--- config.mk ---
export PLATFORM = sky130hd
export DESIGN_NAME = mux_scan_nx1
export DESIGN_NICKNAME = d
export VERILOG_FILES = /design/src/rtl/mux_scan_nx1_pkg.sv /design/src/rtl/mux_scan_nx1_core.sv /design/src/rtl/mux_scan_nx1.sv
export SDC_FILE = /design/constraint.sdc
export NUM_CORES = 1
export LEC_CHECK = 0
export ABC_AREA = 1
export CAP_MARGIN = 20
export CORE_MARGIN = 5
export CORE_UTILIZATION = 23
export CTS_CLUSTER_SIZE = 12
export DETAILED_ROUTE_END_ITERATION = 8
export GPL_TIMING_DRIVEN = 0
export PLACE_DENSITY = 0.5
export SYNTH_ARGS = -nofsm -noshare
export SYNTH_HDL_FRONTEND = slang
export SYNTH_SLANG_ARGS = --single-unit
--- constraint.sdc ---
create_clock -name clk -period 4.61 [get_ports clk]
set_input_delay 0.6915 -clock clk [delete_from_list [all_inputs] [get_ports clk]]
set_output_delay 0.6915 -clock clk [all_outputs]
set_load 0.03 [all_outputs]
--- src/rtl/mux_scan_nx1_pkg.sv ---
// Shared types and constants for the mux_scan_nx1 selector.
// Holds the FSM state encodings and the mode input constants.
package mux_scan_nx1_pkg;

    typedef enum logic [1:0] {
        ST_IDLE   = 2'd0,
        ST_MANUAL = 2'd1,
        ST_SCAN   = 2'd2
    } state_e;

    localparam logic MODE_MANUAL = 1'b0;
    localparam logic MODE_SCAN   = 1'b1;

    localparam int DWELL_CW = 8;

endpackage

--- src/rtl/mux_scan_nx1_core.sv ---
// mux_nx1_core: purely combinational W-bit N:1 select.
// Ports: din (NCH*W, channel k at din[k*W +: W]), sel (channel), y (selected word).
module mux_nx1_core
    import mux_scan_nx1_pkg::*;
#(
    parameter int NCH = 7,
    parameter int W = 1,
    localparam int SELW = $clog2(NCH)
) (
    input  logic [NCH*W-1:0] din,
    input  logic [SELW-1:0]  sel,
    output logic [W-1:0]     y
);

    always_comb begin
        y = '0;
        for (int k = 0; k < NCH; k++) begin
            if (int'(sel) == k) begin
                y = din[k*W +: W];
            end
        end
    end

endmodule

--- src/rtl/mux_scan_nx1.sv ---
// mux_scan_nx1: N-channel W-bit selector, registered output, valid/ready out.
// Modes: MANUAL (channel loaded from sel_in) and SCAN (auto-rotating, DWELL
// accepted samples per channel). Invalid selects pulse sel_err.
// Ports: clk, rst_n (async, active-low), mode, sel_in, sel_load, din,
// out_ready -> out_valid, dout, dout_ch, sel_err.
// Macro MUX_SCAN_MASK_EN adds ch_mask [NCH-1:0] (1 = channel enabled).
module mux_scan_nx1
    import mux_scan_nx1_pkg::*;
#(
    parameter int NCH = 7,
    parameter int W = 1,
    parameter int DWELL = 4,
    localparam int SELW = $clog2(NCH)
) (
`ifdef MUX_SCAN_MASK_EN
    input  logic [NCH-1:0]   ch_mask,
`endif
    input  logic             clk,
    input  logic             rst_n,
    input  logic             mode,
    input  logic [SELW-1:0]  sel_in,
    input  logic             sel_load,
    input  logic [NCH*W-1:0] din,
    input  logic             out_ready,
    output logic             out_valid,
    output logic [W-1:0]     dout,
    output logic [SELW-1:0]  dout_ch,
    output logic             sel_err
);

    // Enable vector padded to every encodable select code, so codes
    // >= NCH read as disabled and double as the range check.
    localparam int NSEL = 2 ** SELW;

    logic [NCH-1:0]  en;
    logic [NSEL-1:0] en_x;

`ifdef MUX_SCAN_MASK_EN
    assign en = ch_mask;
`else
    assign en = '1;
`endif
    assign en_x = NSEL'(en);

    // Nearest enabled channel after c, wrapping; c itself if none.
    function automatic logic [SELW-1:0] next_en(
        input logic [SELW-1:0] c,
        input logic [NCH-1:0]  m
    );
        logic [SELW-1:0] r;
        int              idx;
        r = c;
        for (int i = NCH - 1; i >= 1; i--) begin
            idx = (int'(c) + i) % NCH;
            if (m[idx]) r = idx[SELW-1:0];
        end
        return r;
    endfunction

    state_e               state_q, state_d;
    logic [SELW-1:0]      cur_q, cur_d;
    logic [DWELL_CW-1:0]  dwell_q, dwell_d;
    logic                 valid_q, valid_d;
    logic [W-1:0]         dout_q, dout_d;
    logic [SELW-1:0]      ch_q, ch_d;
    logic                 err_q, err_d;

    logic            in_scan;
    logic            cap;
    logic [SELW-1:0] cap_ch;
    logic [W-1:0]    mux_y;

    mux_nx1_core #(
        .NCH (NCH),
        .W   (W)
    ) u_core (
        .din (din),
        .sel (cap_ch),
        .y   (mux_y)
    );

    always_comb begin
        state_d = (mode == MODE_SCAN) ? ST_SCAN : ST_MANUAL;
        in_scan = (state_q == ST_SCAN);

        // SCAN skips forward off a disabled channel before sampling.
        cap_ch = cur_q;
        if (in_scan && !en_x[cur_q]) cap_ch = next_en(cur_q, en);

        cap = (!valid_q || out_ready) && (state_q != ST_IDLE)
              && (!in_scan || (|en));

        cur_d   = cur_q;
        dwell_d = dwell_q;
        valid_d = valid_q;
        dout_d  = dout_q;
        ch_d    = ch_q;
        err_d   = 1'b0;

        if (cap) begin
            dout_d  = mux_y;
            ch_d    = cap_ch;
            valid_d = 1'b1;
            if (in_scan) begin
                if (int'(dwell_q) + 1 >= DWELL) begin
                    dwell_d = '0;
                    cur_d   = next_en(cap_ch, en);
                end else begin
                    dwell_d = dwell_q + 1'b1;
                    cur_d   = cap_ch;
                end
            end
        end else if (out_ready) begin
            valid_d = 1'b0;
        end

        if (sel_load && state_q == ST_MANUAL) begin
            if (en_x[sel_in]) cur_d = sel_in;
            else              err_d = 1'b1;
        end

        if (state_q != ST_SCAN && state_d == ST_SCAN) dwell_d = '0;
    end

    always_ff @(posedge clk or negedge rst_n) begin
        if (!rst_n) begin
            state_q <= ST_IDLE;
            cur_q   <= '0;
            dwell_q <= '0;
            valid_q <= 1'b0;
            dout_q  <= '0;
            ch_q    <= '0;
            err_q   <= 1'b0;
        end else begin
            state_q <= state_d;
            cur_q   <= cur_d;
            dwell_q <= dwell_d;
            valid_q <= valid_d;
            dout_q  <= dout_d;
            ch_q    <= ch_d;
            err_q   <= err_d;
        end
    end

    assign out_valid = valid_q;
    assign dout      = dout_q;
    assign dout_ch   = ch_q;
    assign sel_err   = err_q;

endmodule

==> impl_metrics.tcl <==
set metrics [dict create \
    dieArea_sq_mm 0.00845 \
    synth_compound_area_frac 0.0778 \
    required_ns 4.76 \
    r2r-end "cur_q[0]" \
    cts.sinks 19 \
    clkTransAtPathRegs_ns 0.07 \
    final_util 0.300 \
    cts_buffer_depth 2 \
    ant_nets 0 \
    maxCapViolCount 0 \
    setup_ws_ns 0.409 \
    area_growth_pct 24.7 \
    antenna_found_initial 0 \
    worstRegToRegCells 24 \
    r2r_start "cur_q[1]" \
    drive_gt1_frac 0.129 \
    reg2reg_slack_ns 0.41 \
    drtPass1Iterations 4 \
    pre_cts_ws_ns 0.156 \
    power.leakage_uw 0.000953 \
    rows 29 \
    drt_iter0_markers 26 \
    clock_latency_ns 0.26 \
    synth_seq_cells 19 \
    hold_path_end "dwell_q[6]" \
    dieWidth_um 91.9 \
    avgViaCountPerCell 4.17 \
    powerDensity_mw_per_mm2 413 \
    synth_fp_nets 237 \
    h-tree-depth 1 \
    grt_max_degree 20 \
    start_util 0.240 \
    skew_ns 0.00340 \
    ys_warn_count 0 \
    syn_area_sq_mm 0.00154 \
    netlist_instances 207 \
    root_buffer "clkbuf_8" \
    postSynthAreaPerCell_sq_um 7.46 \
    fmax_ghz 0.238 \
    synth_area_leaders "dfrtp_1, ha_1, nand2_1" \
    period_needed_ns 4.20 \
    wl_mm 3.28 \
    grt_pass1_vias 1190 \
    cts_buffers 3 \
    crit_arrival_ns 4.36 \
    finalSetupViolCount 0 \
    layout_common_cells "nand2_1, inv_1, nand3_1" \
    synth_xor_area_frac 0.0227 \
    wl_per_cell_um 10.6 \
    grt_pass1_wl_mm 5.52 \
    num-nets-final 264 \
    worstHoldPathType "flop to flop" \
    ios 21 \
    place_hpwl_mm 2.54 \
    vdd_drop_max_mv 0.246 \
    hold_ws_ns 0.498 \
    grt_overflow 0 \
    placed_area_sq_mm 0.00184 \
    min_path_cells 2 \
    status "finished clean" \
    cts_tree "done" \
    diodes 0 \
    synthAdderAreaFrac 0.122 \
    end_kind "flop" \
    synth_top_family_by_area "simple AND/OR/NAND/NOR gates" \
    final_common_cell "nand2_1" \
    synthSimpleGateAreaFrac 0.368 \
    route.detailed.drc 0 \
    min-delay-start "dwell_q[6]" \
    yosysTopAreaCell "dfrtp_1" \
    critPathMaxFanout 7 \
    portBuffers 20 \
    slew_headroom 0.417 \
    total_power_uw 796 \
    synth.area.mux_share 0.00648 \
    ys_types 26 \
    ys_seq_area_frac 0.308 \
    gp_congestion 0.755 \
    crit_path_start_kind "flop" \
    yosys.area.top_type_share 0.308 \
    stdcell_area_sq_mm 0.00193 \
    die_y_um 91.9 \
    path_class "flop to flop" \
    post-route-period-util 0.911 \
    core_sq_mm 0.00642 \
    slew_viol_final 0 \
    hold_viol 0 \
    grt_use_total 0.0793 \
    worstMarginPinSlew_ns 0.872 \
    vias 1293 \
]
-- registers in the layout, summed over array words and instances (netlist names) --
signal / count
state_q: 2
cur_q: 3
dout_ch: 3
dwell_q: 8
out_valid: 1
dout: 1
sel_err: 1
-- through the flow --
step           setup TNS (ns)  std cells
2_1_floorplan               0        207
3_3_place_gp                0        304
3_5_place_dp                0        304
4_1_cts                     0        308
5_1_grt               -0.0120        310
6_report                    0        310
-- cell type report --
cell class | instances | area [sq um]
well taps | 77 | 96.3
plain buffers | 1 | 7.51
clock inverters | 1 | 7.51
fillers | 696 | 4500
inverters | 37 | 140
repair buffers | 22 | 215
clock buffers | 3 | 41.3
flip-flops and latches | 19 | 477
multi-input cells | 150 | 941
-- repair_timing --
| action | 4_1_cts | 5_1_grt |
|---|---|---|
| hold buffers | 0 | 0 |
| resized for setup | 0 | 3 |
| setup buffers | 0 | 2 |
| endpoints found under the setup margin | 0 | 3 |
-- cell families after synthesis --
| kind of cell | Yosys count |
|---|---|
| AOI/OAI and AO/OA | 20 |
| xor gates and xnor gates | 4 |
| adders and majority gates | 15 |
| buffers and inverters | 38 |
| DFF | 19 |
| muxes | 1 |
| and+or+nand+nor | 110 |
-- power breakdown --
| part | leakage [uW] | internal (uW) | switching, uW | total [uW] |
|---|---|---|---|---|
| Sequential | 0.000242 | 191 | 22.7 | 214 |
| Clock | 0.0000217 | 61.0 | 59.4 | 120 |
| Combinational | 0.000690 | 184 | 277 | 462 |
-- worst max-delay path, stage by stage (launching register included) --
cell and delay [ns]:
dfrtp_1 0.46, ha_1 0.27, xnor2_2 0.20, inv_1 0.06
ha_1 0.18, ha_1 0.27, nor3_1 0.18, nand2_1 0.09
nand2_1 0.13, nand4_1 0.17, nand2_4 0.17, inv_1 0.09
ha_1 0.20, ha_1 0.29, inv_1 0.08, ha_1 0.20
ha_1 0.26, nor2_1 0.14, nand3_2 0.11, a21oi_4 0.18
nand3_1 0.09, nand2_1 0.07, nand3_1 0.07, nand3_1 0.10
nand2_1 0.05
-- per-layer routing --
metal / share of wire / up-vias / track usage
met5: 0 / - / 0
met4: 0.0094 / 0 / 0.0223
met1: 0.53 / 555 / 0.113
met2: 0.42 / 25 / 0.120
li1: - / 709 / -
met3: 0.040 / 4 / 0.0180
-- cell usage after synthesis, drive strengths merged --
| library cell | count |
|---|---|
| or2 | 2 |
| buf | 1 |
| and3b | 1 |
| nand2 | 54 |
| inv | 36 |
| o211ai | 2 |
| nor2 | 20 |
| mux2i | 1 |
| nand3 | 25 |
| clkinv | 1 |
| nor3 | 3 |
| dfrtp | 19 |
| o21ai | 12 |
| a21oi | 6 |
| nand4 | 5 |
| xnor2 | 1 |
| ha | 15 |
| xor2 | 3 |
-- how the worst max path moves through the flow --
stage | from | endpoint | slack (ns) | depth (start not counted)
after detailed placement | cur_q[0] | cur_q[0] | 0.16 | 24
after global placement | cur_q[0] | cur_q[0] | 0.17 | 24
after CTS | cur_q[0] | cur_q[0] | 0.13 | 24
after global routing | cur_q[1] | cur_q[0] | -0.01 | 24
final | cur_q[1] | cur_q[0] | 0.41 | 24
after floorplan | cur_q[0] | cur_q[0] | 0.66 | 24
(Power assumes the default switching activity.)
